## src/rtl/mem_arbiter.sv

```systemverilog
// mem_arbiter: round-robin owner of the shared external memory port.
// Icache keeps the port for a whole line refill; data keeps it for one beat.
module mem_arbiter #(
  parameter int XLEN    = 32,
  parameter int I_BURST = 4
) (
  input  logic            clk,
  input  logic            reset,
  input  logic            i_req,
  input  logic [XLEN-1:0] i_addr,
  output logic            i_ready,
  output logic [XLEN-1:0] i_data,
  input  logic            d_req,
  input  logic            d_we,
  input  logic [XLEN-1:0] d_addr,
  input  logic [XLEN-1:0] d_wdata,
  input  logic [3:0]      d_wstrb,
  output logic            d_ready,
  output logic [XLEN-1:0] d_rdata,
  output logic            m_req,
  output logic            m_we,
  output logic [XLEN-1:0] m_addr,
  output logic [XLEN-1:0] m_wdata,
  output logic [3:0]      m_wstrb,
  input  logic            m_ready,
  input  logic [XLEN-1:0] m_rdata,
  output logic            gnt_i,
  output logic            gnt_d
);

  localparam int CW = (I_BURST > 1) ? $clog2(I_BURST) : 1;
  localparam logic [CW-1:0] LAST_BEAT = CW'(I_BURST - 1);

  typedef enum logic [1:0] {
    IDLE  = 2'd0,
    GNT_I = 2'd1,
    GNT_D = 2'd2
  } state_t;

  state_t        state_q, state_d;
  logic [CW-1:0] beat_cnt_q, beat_cnt_d;
  // 1 = icache held the port last, 0 = data did
  logic          last_i_q, last_i_d;

  // Owner, refill beat counter and round-robin history
  always_ff @(posedge clk or posedge reset) begin
    if (reset) begin
      state_q    <= IDLE;
      beat_cnt_q <= '0;
      last_i_q   <= 1'b0;
    end else begin
      state_q    <= state_d;
      beat_cnt_q <= beat_cnt_d;
      last_i_q   <= last_i_d;
    end
  end

  // Arbitration and burst-lock release
  always_comb begin
    state_d    = state_q;
    beat_cnt_d = beat_cnt_q;
    last_i_d   = last_i_q;
    unique case (state_q)
      IDLE: begin
        if (i_req && (!d_req || !last_i_q)) begin
          state_d = GNT_I;
        end else if (d_req) begin
          state_d = GNT_D;
        end
      end
      GNT_I: begin
        if (!i_req || (m_ready && beat_cnt_q == LAST_BEAT)) begin
          state_d    = IDLE;
          beat_cnt_d = '0;
          last_i_d   = 1'b1;
        end else if (m_ready) begin
          beat_cnt_d = beat_cnt_q + CW'(1);
        end
      end
      GNT_D: begin
        if (!d_req || m_ready) begin
          state_d  = IDLE;
          last_i_d = 1'b0;
        end
      end
      default: begin
        state_d = IDLE;
      end
    endcase
  end

  // Port steering: the owner sees the memory, everyone else sees zeros
  always_comb begin
    m_req   = 1'b0;
    m_we    = 1'b0;
    m_addr  = '0;
    m_wdata = '0;
    m_wstrb = 4'b0000;
    i_ready = 1'b0;
    i_data  = '0;
    d_ready = 1'b0;
    d_rdata = '0;
    gnt_i   = 1'b0;
    gnt_d   = 1'b0;
    unique case (state_q)
      GNT_I: begin
        gnt_i   = 1'b1;
        m_req   = i_req;
        m_addr  = i_addr;
        i_ready = m_ready & i_req;
        i_data  = m_rdata;
      end
      GNT_D: begin
        gnt_d   = 1'b1;
        m_req   = d_req;
        m_we    = d_we;
        m_addr  = d_addr;
        m_wdata = d_wdata;
        m_wstrb = d_wstrb;
        d_ready = m_ready & d_req;
        d_rdata = m_rdata;
      end
      default: begin
      end
    endcase
  end

endmodule

```

## config.mk

```make
export PLATFORM = sky130hd
export DESIGN_NAME = mem_arbiter
export DESIGN_NICKNAME = d
export VERILOG_FILES = /design/src/rtl/mem_arbiter.sv
export SDC_FILE = /design/constraint.sdc
export NUM_CORES = 1
export LEC_CHECK = 0
export CAP_MARGIN = 20
export CORE_AREA = 2 2 107 109
export DETAILED_ROUTE_END_ITERATION = 8
export DIE_AREA = 0 0 109 111
export PLACE_DENSITY_LB_ADDON = 0.3
export SLEW_MARGIN = 20
export SYNTH_ARGS = -nofsm -noshare
export SYNTH_HDL_FRONTEND = slang
export SYNTH_SLANG_ARGS = --single-unit
```

## constraint.sdc

```tcl
create_clock -name clk -period 4.7 [get_ports clk]
set_input_delay 0.705 -clock clk [delete_from_list [all_inputs] [get_ports clk]]
set_output_delay 0.705 -clock clk [all_outputs]
set_load 0.1 [all_outputs]
```

==> metrics list <==
- Worst hold path class: reg2reg
- Number of global-route vias before repair: 2415
- After synthesis, flip-flops and latches occupy a little over 8% of the total area.
- Syn Inst Count: 223
- The netlist uses 24 different library cells.
* Fmax: 271.2 MHz
* Detailed-placement wirelength estimate: 7819 um
* Vert. Die Dim: around 110 um
- Across the run, the number of max-cap violations was 0.
- For the worst setup path, the data required time is about 4 ns.
- Worst Hold Slack: about 0.52 ns
- DRC violation total after the first TritonRoute iteration: 131
* Antenna violations before repair: 0
- The detail route stage leaves a number of antenna-violating nets equal to 0.
- The core region is 11080 um2.
- During I/O placement, the number of pins put on the boundary was 276.
* Quantity of hold-fixing buffers added after cts: 0
- Initial Utilization: approximately 14%
- In this run the mean area of a mapped cell was 6.851 um2.
- Setup skew after layout: approximately 0.0013 ns
* Number of flip-flops and latches in the synthesized netlist: 5
* Buffer depth of the longest clock path: 2
* Post-Syn Nets: between 300 and 400
- Total count of hold-check failures in the final report: 0
- Largest net degree at the start of global routing: 42
* Filler cells: 1154
* Gp weighted congestion: about 0.81
- Setup repair after global routing left no endpoint under its margin.
* Slew at the pin with the worst max-slew slack: 1.025 ns
- Average wire per standard cell: approximately 15 um
- The number of antenna diodes in the final layout is 0.
- Arrival time of data at the critical path endpoint: slightly below 3 ns
- Cells fill 39.94% of the core in the end.
- Port bufs: between 200 and 300
- The largest single stage delay on the critical path is 1.17 ns.
- CTS H-tree lvls: 1
- Crit Path Category: reg2out
- In the layout the commonest cells are sky130_fd_sc_hd__clkdlybuf4s50_1, sky130_fd_sc_hd__and2_1, sky130_fd_sc_hd__buf_4.
* Fraction of the cycle the final worst path needs: 78.44%
- Yosys printed 0 warnings.
* Most common library cell in the layout ignoring fill and taps: sky130_fd_sc_hd__clkdlybuf4s50_1
- The number of buffers and inverters on the critical path is 3.
- Average vias per placed instance: 4.045
- Total number of placement rows: 39
- Number of buffers added for setup after CTS: 0
* Area grow syn2layout: 189.6%
- Worst path top cell family by delay: buffers and inverters
- DRC violations left: 0
- Final worst slack: 1.013 ns
- Outcome: complete, no violations
- Post-CTS clock slew at the launch and capture registers of the worst setup and hold paths: 0.03 ns
- The final number of max-transition violations was 0.
* Aggregate global routing overflow: 0
- Kind of launch point of the worst setup path: register
- Endpoints failing setup: 0
- The clock reaches the later pin of the worst-skew pair after 0.23 ns.
- Resized Gates After CTS: 0
* Worst rel slew slack: approximately a third
* Worst Setup End Kind: output port
- The die covers 12100 um2.
* Detailed Routing Iterations Pass 1: 4
- The net count of the finished layout is between 600 and 700.
- After routing, the total negative slack on setup checks comes to 0 ns.
- Share of post-route cells with drive strength above 1: 10.12%
* Critical-path cell list: inv_1, ha_2, buf_4, and2_1, clkdlybuf4s50_1
- Num CTS Buffers: 3
- Cell with the biggest individual delay on the critical path: sky130_fd_sc_hd__clkdlybuf4s50_1
- Counting I/O delays and the setup requirement, the final critical path takes 3.687 ns.
- After synthesis the cells add up to 1528 um2.
- Width of the chip: 109 um
- Wire length of the first global-routing pass: 13700 um
- Total track usage: 14.16%
- Clock tree from TritonCTS: built
- Routed wire length: 9381 um
- Clock net sink count: 5
- Biggest fanout along the worst timing path: 41
- Place WS: 1.249 ns
- Via Count: about 2500
* Cell at the root of the clock tree: sky130_fd_sc_hd__clkbuf_16
path summary, 6_finish.rpt:
| path | depth (start not counted) | to | startpoint | slack (ns) |
|---|---|---|---|---|
| min | 1 | beat_cnt_q[1] | beat_cnt_q[1] | 0.52 |
| min in group asynchronous | 2 | state_q[0] | reset | 0.69 |
| min reg2reg | 1 | beat_cnt_q[1] | beat_cnt_q[1] | 0.52 |
| max in group asynchronous | 2 | state_q[1] | reset | 3.82 |
| max reg2reg | 7 | state_q[0] | state_q[0] | 2.63 |
| max | 5 | m_wdata[17] | state_q[0] | 1.01 |
area by class of cell:
| cell class | instances | area, um2 | area share [%] |
|---|---|---|---|
| multi-input cells | 191 | 1297 | 29.33 |
| clock buffers | 4 | 78.83 | 1.782 |
| repair buffers | 279 | 2725 | 61.59 |
| inverters | 5 | 18.77 | 0.4242 |
| well taps | 143 | 178.9 | 4.044 |
| flip-flops and latches | 5 | 125.1 | 2.828 |
kinds of logic after synthesis:
logic type | Yosys count | share of synthesized area (%)
AO/OA/AOI/OAI | 43 | 21.95
adder cells (fa/ha/maj) | 4 | 3.276
buffers and inverters | 27 | 7.207
flip-flops | 5 | 8.190
multiplexers | 1 | 0.6552
AND/OR/NAND/NOR | 143 | 58.72
worst reg2reg max path, stage by stage (launching register included):
cell and delay (ns):
sky130_fd_sc_hd__dfrtp_1 0.39, sky130_fd_sc_hd__inv_1 0.12, sky130_fd_sc_hd__ha_2 0.49, sky130_fd_sc_hd__buf_12 0.26, sky130_fd_sc_hd__and3b_1 0.25, sky130_fd_sc_hd__a31oi_4 0.07, sky130_fd_sc_hd__and3_2 0.27, sky130_fd_sc_hd__a211oi_2 0.14
layer usage:
metal / track usage [%] / wire length (um) / vias up
met1: 15.82 / 3321 / 1139
met4: 2.735 / 132 / 0
met3: 3.704 / 949 / 9
li1: - / - / 1263
met5: 0 / 0 / -
met2: 26.46 / 4978 / 125
sequential cells by signal, summed over array words and instances, names as in the netlist:
register	cells
last_i_q	1
beat_cnt_q	2
state_q	2
cells in the mapped netlist:
cell	n	share of area, %
sky130_fd_sc_hd__nand2_1	2	0.49
sky130_fd_sc_hd__a22oi_1	33	16
sky130_fd_sc_hd__a31oi_4	1	1.4
sky130_fd_sc_hd__nand2b_1	1	0.41
sky130_fd_sc_hd__a21oi_1	3	0.98
sky130_fd_sc_hd__and3_2	3	1.5
sky130_fd_sc_hd__o21ai_0	1	0.33
sky130_fd_sc_hd__dfrtp_1	5	8.2
sky130_fd_sc_hd__a211oi_2	1	0.82
sky130_fd_sc_hd__clkbuf_1	20	4.9
sky130_fd_sc_hd__and3b_2	1	0.66
sky130_fd_sc_hd__a31oi_1	1	0.41
sky130_fd_sc_hd__o22ai_1	1	0.41
sky130_fd_sc_hd__ha_1	4	3.3
sky130_fd_sc_hd__nor2b_1	33	14
sky130_fd_sc_hd__buf_2	1	0.33
sky130_fd_sc_hd__buf_6	1	0.74
sky130_fd_sc_hd__inv_1	5	1.2
sky130_fd_sc_hd__and3b_1	1	0.57
sky130_fd_sc_hd__a41o_2	1	0.74
sky130_fd_sc_hd__mux2i_1	1	0.66
sky130_fd_sc_hd__nor2_1	1	0.25
sky130_fd_sc_hd__a32o_1	1	0.66
sky130_fd_sc_hd__and2_1	101	41
through the flow:
stage	instances	cell area (um2)
3_3_place_gp	623	4345
5_1_grt	627	4424
3_5_place_dp	623	4345
4_1_cts	627	4424
6_report	627	4424
2_1_floorplan	223	1528
Power is left out: the tool's default activity adds up to more than one toggle a clock period on the data nets, which glitch-free logic cannot reach.
